### src/rtl/imm_gen_pipe.sv
// imm_gen_pipe: registered RV32/RV64 immediate generator for the ID stage.
//
// The opcode selects the immediate format (I/S/B/U/J/CSR zimm). The decoded
// immediate, format code and illegal flag go through a two-entry skid buffer.
// The main register drives the outputs and the skid register absorbs one extra
// beat. This means ready_o is a plain register and has no combinational path
// from ready_i.
//
// Ports
//   clk_i      in   1     clock; all state changes on the rising edge
//   rst_i      in   1     asynchronous reset, active-low
//   flush_i    in   1     synchronous flush of all buffered beats
//   valid_i    in   1     inst_i valid
//   ready_o    out  1     a beat can be accepted (skid entry empty)
//   inst_i     in   32    instruction word
//   valid_o    out  1     imm_o / fmt_o / illegal_o valid
//   ready_i    in   1     downstream accepts the beat
//   imm_o      out  XLEN  generated immediate (0 when !valid_o)
//   fmt_o      out  3     0 NONE, 1 I, 2 S, 3 B, 4 U, 5 J, 6 Z (csr zimm)
//   illegal_o  out  1     unknown opcode, or CSR-imm with EN_CSR = 0
module imm_gen_pipe #(
  parameter int unsigned XLEN   = 32,
  parameter bit          EN_CSR = 1'b1
) (
  input  logic            clk_i,
  input  logic            rst_i,
  input  logic            flush_i,
  input  logic            valid_i,
  output logic            ready_o,
  input  logic [31:0]     inst_i,
  output logic            valid_o,
  input  logic            ready_i,
  output logic [XLEN-1:0] imm_o,
  output logic [2:0]      fmt_o,
  output logic            illegal_o
);

  localparam logic [2:0] FmtNone = 3'd0;
  localparam logic [2:0] FmtI    = 3'd1;
  localparam logic [2:0] FmtS    = 3'd2;
  localparam logic [2:0] FmtB    = 3'd3;
  localparam logic [2:0] FmtU    = 3'd4;
  localparam logic [2:0] FmtJ    = 3'd5;
  localparam logic [2:0] FmtZ    = 3'd6;

  // Packed beat: {imm, fmt, illegal}.
  localparam int unsigned DataW = XLEN + 4;

  logic [31:0]      imm32;
  logic [XLEN-1:0]  dec_imm;
  logic [2:0]       dec_fmt;
  logic             dec_ill;
  logic [DataW-1:0] dec_data;

  // ---------------------------------------------------------------------------
  // Decode
  // ---------------------------------------------------------------------------
  always_comb begin
    imm32   = '0;
    dec_fmt = FmtNone;
    dec_ill = 1'b0;
    case (inst_i[6:0])
      7'b0000011, 7'b0010011, 7'b1100111: begin
        imm32   = {{20{inst_i[31]}}, inst_i[31:20]};
        dec_fmt = FmtI;
      end
      7'b0100011: begin
        imm32   = {{20{inst_i[31]}}, inst_i[31:25], inst_i[11:7]};
        dec_fmt = FmtS;
      end
      7'b1100011: begin
        imm32   = {{19{inst_i[31]}}, inst_i[31], inst_i[7], inst_i[30:25], inst_i[11:8], 1'b0};
        dec_fmt = FmtB;
      end
      7'b0110111, 7'b0010111: begin
        imm32   = {inst_i[31:12], 12'b0};
        dec_fmt = FmtU;
      end
      7'b1101111: begin
        imm32   = {{11{inst_i[31]}}, inst_i[31], inst_i[19:12], inst_i[20], inst_i[30:21], 1'b0};
        dec_fmt = FmtJ;
      end
      7'b1110011: begin
        // funct3[2] selects the immediate CSR forms; others carry no immediate.
        if (inst_i[14]) begin
          if (EN_CSR) begin
            imm32   = {27'b0, inst_i[19:15]};
            dec_fmt = FmtZ;
          end else begin
            dec_ill = 1'b1;
          end
        end
      end
      7'b0110011, 7'b0001111: begin
        dec_fmt = FmtNone;
      end
      default: begin
        dec_ill = 1'b1;
      end
    endcase
  end

  // The 32-bit immediate is already sign-correct. Zimm has bit 31 clear, so
  // sign extension leaves it zero-extended.
  if (XLEN > 32) begin : g_sext
    assign dec_imm = {{(XLEN - 32){imm32[31]}}, imm32};
  end else begin : g_nosext
    assign dec_imm = imm32;
  end

  assign dec_data = {dec_imm, dec_fmt, dec_ill};

  // ---------------------------------------------------------------------------
  // Skid buffer
  // ---------------------------------------------------------------------------
  logic             main_valid_q, main_valid_d;
  logic             skid_valid_q, skid_valid_d;
  logic [DataW-1:0] main_q;
  logic [DataW-1:0] skid_q;
  logic             in_fire, out_fire;
  logic             load_main_new, load_main_skid, load_skid;

  assign ready_o  = ~skid_valid_q;
  assign in_fire  = valid_i & ready_o;
  assign out_fire = main_valid_q & ready_i;

  always_comb begin
    main_valid_d   = main_valid_q;
    skid_valid_d   = skid_valid_q;
    load_main_new  = 1'b0;
    load_main_skid = 1'b0;
    load_skid      = 1'b0;
    if (flush_i) begin
      main_valid_d = 1'b0;
      skid_valid_d = 1'b0;
    end else if (skid_valid_q) begin
      // ready_o is low here, so only the drain side can move.
      if (out_fire) begin
        load_main_skid = 1'b1;
        skid_valid_d   = 1'b0;
      end
    end else if (in_fire) begin
      if (!main_valid_q || out_fire) begin
        load_main_new = 1'b1;
        main_valid_d  = 1'b1;
      end else begin
        load_skid    = 1'b1;
        skid_valid_d = 1'b1;
      end
    end else if (out_fire) begin
      main_valid_d = 1'b0;
    end
  end

  always_ff @(posedge clk_i or negedge rst_i) begin
    if (!rst_i) begin
      main_valid_q <= 1'b0;
      skid_valid_q <= 1'b0;
    end else begin
      main_valid_q <= main_valid_d;
      skid_valid_q <= skid_valid_d;
    end
  end

  always_ff @(posedge clk_i or negedge rst_i) begin
    if (!rst_i) begin
      main_q <= '0;
      skid_q <= '0;
    end else begin
      if (load_main_new) begin
        main_q <= dec_data;
      end else if (load_main_skid) begin
        main_q <= skid_q;
      end
      if (load_skid) begin
        skid_q <= dec_data;
      end
    end
  end

  // Outputs are masked so a stale beat never shows while invalid.
  assign valid_o = main_valid_q;
  always_comb begin
    {imm_o, fmt_o, illegal_o} = main_valid_q ? main_q : '0;
  end

endmodule

### config.mk
export PLATFORM = sky130hd
export DESIGN_NAME = imm_gen_pipe
export DESIGN_NICKNAME = d
export VERILOG_FILES = /design/src/rtl/imm_gen_pipe.sv
export SDC_FILE = /design/constraint.sdc
export NUM_CORES = 1
export LEC_CHECK = 0
export ABC_CLOCK_PERIOD_IN_PS = 3200
export CORE_ASPECT_RATIO = 0.9
export CORE_MARGIN = 2
export CORE_UTILIZATION = 50
export DETAILED_ROUTE_END_ITERATION = 16
export HOLD_SLACK_MARGIN = 0.02
export PLACE_DENSITY = 0.78
export SYNTH_ARGS = -nofsm -noshare
export SYNTH_HDL_FRONTEND = slang
export SYNTH_SLANG_ARGS = --single-unit
### constraint.sdc
create_clock -name clk_i -period 3.2 [get_ports clk_i]
set_input_delay 0.64 -clock clk_i [delete_from_list [all_inputs] [get_ports clk_i]]
set_output_delay 0.64 -clock clk_i [all_outputs]
set_load 0.05 [all_outputs]
# Word-level counts from Yosys, hierarchy flattened

Index checks and enable logic that the tools add are counted.

Equal/unequal tests: 13
Multiplexer cells: 27
Bitwise gates (word level): 3
Reductions and logical operators: 8

Operators by type and width:

| kind                                                                     | count |
|---|---|
| 32-bit one-hot mux with 6 select lines                                   | 1 |
| 36-bit two-way mux                                                       | 3 |
| 7-bit == test (second input constant)                                    | 4 |
| 7-bit by 6-bit == test with 1-bit output (second input constant)         | 3 |
| 1-bit two-way mux                                                        | 20 |
| 3-bit one-hot mux with 6 select lines                                    | 1 |
| 7-bit by 5-bit == test with 1-bit output (second input constant)         | 2 |
| 11-bit OR reduction                                                      | 1 |
| 7-bit by 2-bit == test with 1-bit output (second input constant)         | 1 |
| 7-bit by 4-bit == test with 1-bit output (second input constant)         | 1 |
| 5-bit two-way mux                                                        | 1 |
| 3-bit two-way mux                                                        | 1 |
| 3-bit by 2-bit inequality test with 1-bit output (second input constant) | 1 |
| 3-bit AND reduction                                                      | 1 |
| 3-bit nonzero test                                                       | 1 |
| 3-bit OR reduction                                                       | 1 |
| 1-bit bitwise AND                                                        | 2 |
| 2-bit inequality test (second input constant)                            | 1 |
| 2-bit nonzero test                                                       | 1 |
| 2-bit OR reduction                                                       | 1 |
| 1-bit logical NOT                                                        | 1 |
| 1-bit logical OR                                                         | 1 |
| 1-bit inverter                                                           | 1 |

Flip-flop bits (word level): 74
Input port bits: 37
Output and inout bits: 38
Logic and storage cells: 55

# Logic depth before layout (Yosys ltp)

Word-level depth: 7
Depth in mapped cells: 6
Depth with buffers taken out: 4

# Worst setup path before layout

No wires, ideal clock.

Path kind: register to output
Start point: register main_valid_q, in the netlist valid_o
End point: output imm_o[21]
Data arrival time: 1.597 ns
Data required time: 2.560 ns
Path slack: 0.963 ns
Cell stages (with the launch flop): 4
Buffers on the path: 2
Cell sequence: dfrtp_1 -> clkbuf_1 -> clkbuf_1 -> and2_1

Word-level cells in the longest chain between the ends: 1

RTL lines:

| item                     | line | source |
|---|---|---|
| start: declaration       | 116  | `logic main_valid_q, main_valid_d;` |
| start signal: assignment | 160  | `main_valid_q <= main_valid_d;` |
| 36-bit two-way mux       | 184  | `{imm_o, fmt_o, illegal_o} = main_valid_q ? main_q : '0;` |
| end: declaration         | 33   | `output logic [XLEN-1:0] imm_o,` |

Every way passes these cells.

# Worst setup path in the final report

Start point: register main_valid_q, in the netlist valid_o
End point: output imm_o[0]

Same word-level chain as after synthesis.

==> impl_metrics.toml <==
[route]
num_vias = 3386
wl_per_cell_um = 17.9
drtAntennaViolNets = 0
drt_iter0_drc = 211
wl_um = 10100
firstDrtPassIters = 5
routed_via_density = 6.04
drcViolationCount = 0

[status]
status = "completed"

[synth]
synth_cell_types = 50
yosys_warnings = 0
synth.ff_latch_count = 74
synth_nets = 425
async_flop_share_pct = 100
synth_seq_area_share_pct = 49.1
avgSynthCellArea_um2 = 9.72
synth-edff-count = 0
ys.flop_type = "dfrtp_1"
syn_inst = 388
synth_area_um2 = 3770

[power_and_ir_drop]
p_int_w = 0.00166
comb_power_share_pct = 13.8
p_clk_share_pct = 39.3
total_power_w = 0.00224
switching_power_w = 0.000581
power.density_nw_per_um2 = 460
seq_power_share_pct = 46.9
switching_share_pct = 25.9
irDropWorstVdd_mv = 0.304
p_leak_nw = 2.18

[die]
die_area_um2 = 8260
initial_core_util_pct = 50.8
io_pins = 75
rows = 30
die_x_um = 95.6
core-area_um2 = 7430
die_y_um = 86.4

[sta]
finalHoldViolCount = 0
setup_tns_ns = 0
rsz0062_at_grt = "false"
relSlewSlack_pct = 43.6
worst_slew_pin_slew_ns = 0.843
slew_viol_final = 0
period_share_pct = 79.4
fmax_ghz = 0.394
fin_skew_ns = 0.00819
setup_viol = 0
period_needed_ns = 2.54

[layout]
drive_gt1_share_pct = 9.25
layout_commonest_cell = "dfrtp_1"
final_area_um2 = 4870
num-nets-final = 497
fillers = 596
postLayoutCoreUtil_pct = 65.6
stdcell_count = 561
final_cell_mix = "dfrtp_1 (74), clkdlybuf4s50_1 (73), nand2_1 (51), and2_1 (38), a22oi_1 (28)"
synthToLayoutAreaGrowth_pct = 29.2
num_antenna_cells = 0

[placement]
port_buffers = 74
placed_area_um2 = 4630
gp_congestion = 0.830
placed_cells = 545
dpl.hpwl_um = 6950

[clocking]
ctsResizeCount = 0
clock_latency_ns = 0.35
htreeDepth = 3
cts_tree = "yes"
cts.clk_slew.worst_paths_ns = 0.08
cts.path.max_buffers = 2
cts_root_buf = "clkbuf_8"
cts.sinks = 74
post-cts-setup-buffers = 0
cts_hold_buf = 0
cts_made_buffers = 9

[setup_path]
cp-end-kind = "primary output"
arrival_ns = 1.90
critical_path_class = "reg -> out"
r2r_end = "main_q[2]"
startpoint_type = "flip-flop"
cp-startpoint = "valid_o"
required_ns = 2.56
cp_max_fo = 21
rr_startpoint = "skid_valid_q"
rr_worst_depth = 4
r2r_slack_ns = 1.27
worstSetupEndpoint = "imm_o[0]"

[min_path]
hold_path_class = "in -> async"

[global_route]
grt_max_degree = 46
grt_pass1_wl_um = 16600
grt_pass1_vias = 3231
antenna_found_initial = 0
grt_overflow = 0
grt_use_total_pct = 26.3

[flow_run]
drv_cap = 0
-- worst min-delay path by stage --
stage | from | endpoint | depth (start not counted)
after detailed placement | skid_q[0] | skid_q[0] | 2
final | rst_i | main_q[19] | 1
after CTS | rst_i | main_q[0] | 1
after global placement | skid_q[2] | skid_q[2] | 1
after floorplan | rst_i | main_q[0] | 0
after global routing | rst_i | main_q[18] | 1
-- cell usage after synthesis (all sizes together), types with 4 or more instances --
master,count,area [µm²]
a21o,9,67.6
nor2b,4,25.0
a221o,10,100
nor2,18,67.6
a22o,13,114
a211oi,4,30.0
dfrtp,74,1850
a21oi,19,121
o21ai,17,85.1
clkbuf,20,76.3
buf,9,53.8
inv,4,15.0
and2,38,238
a22oi,28,210
nand3,22,110
nand2,51,191
a2bb2oi,7,61.3
-- cells by family after synthesis --
logic type / count (synthesis) / share of synthesized area, %
compound gates: 124 / 25.0
simple gates: 156 / 21.8
mux: 1 / 0.265
flops: 74 / 49.1
buf+inv: 33 / 3.85
-- layout make-up --
type	instances	area, µm²	share of cell area, %
sequential	74	1850	38.0
multi-input combinational	281	1780	36.4
timing repair buffer	90	868	17.8
clock buffer	10	128	2.62
tap	96	120	2.46
clock inverter	6	115	2.36
inverter	4	15.0	0.308
-- through the flow --
stage,hold WS [ns],setup WS [ns]
floorplan,0.344,0.963
global placement,0.459,0.470
detailed placement,0.471,0.405
CTS,0.344,0.638
global route,0.377,0.582
finish,0.343,0.661
-- registers in the layout, summed over array words and instances, names as in the netlist --
| register | flops |
|---|---|
| main_q | 36 |
| skid_q | 36 |
| skid_valid_q | 1 |
| valid_o | 1 |
-- power by group through the flow --
stage | clock network, W | registers [W] | logic [W]
4_1_cts | 0.000890 | 0.00105 | 0.000309
6_report | 0.000881 | 0.00105 | 0.000309
3_3_place_gp | 0 | 0.00106 | 0.000299
5_1_grt | 0.000935 | 0.00106 | 0.000339
2_1_floorplan | 0 | 0.00106 | 0.000168
3_5_place_dp | 0 | 0.00107 | 0.000307
-- per-layer routing --
metal  vias to the layer above  wire (µm)  part of all wire, %  global-route usage (%)
li1                       1555          -                    -                       -
met2                       147       4770                   47                    38.8
met5                         -          0                    0                       0
met4                         0        133                  1.3                    8.96
met3                        11        679                  6.7                    5.65
met1                      1673       4480                   45                    38.5
-- worst max-delay path: stages, from the launching register on --
cell and delay, ns:
dfrtp_1 0.35, buf_4 0.23, and2_1 0.16, clkdlybuf4s50_1 0.81
No activity file was read; power rests on OpenSTA's default activity.
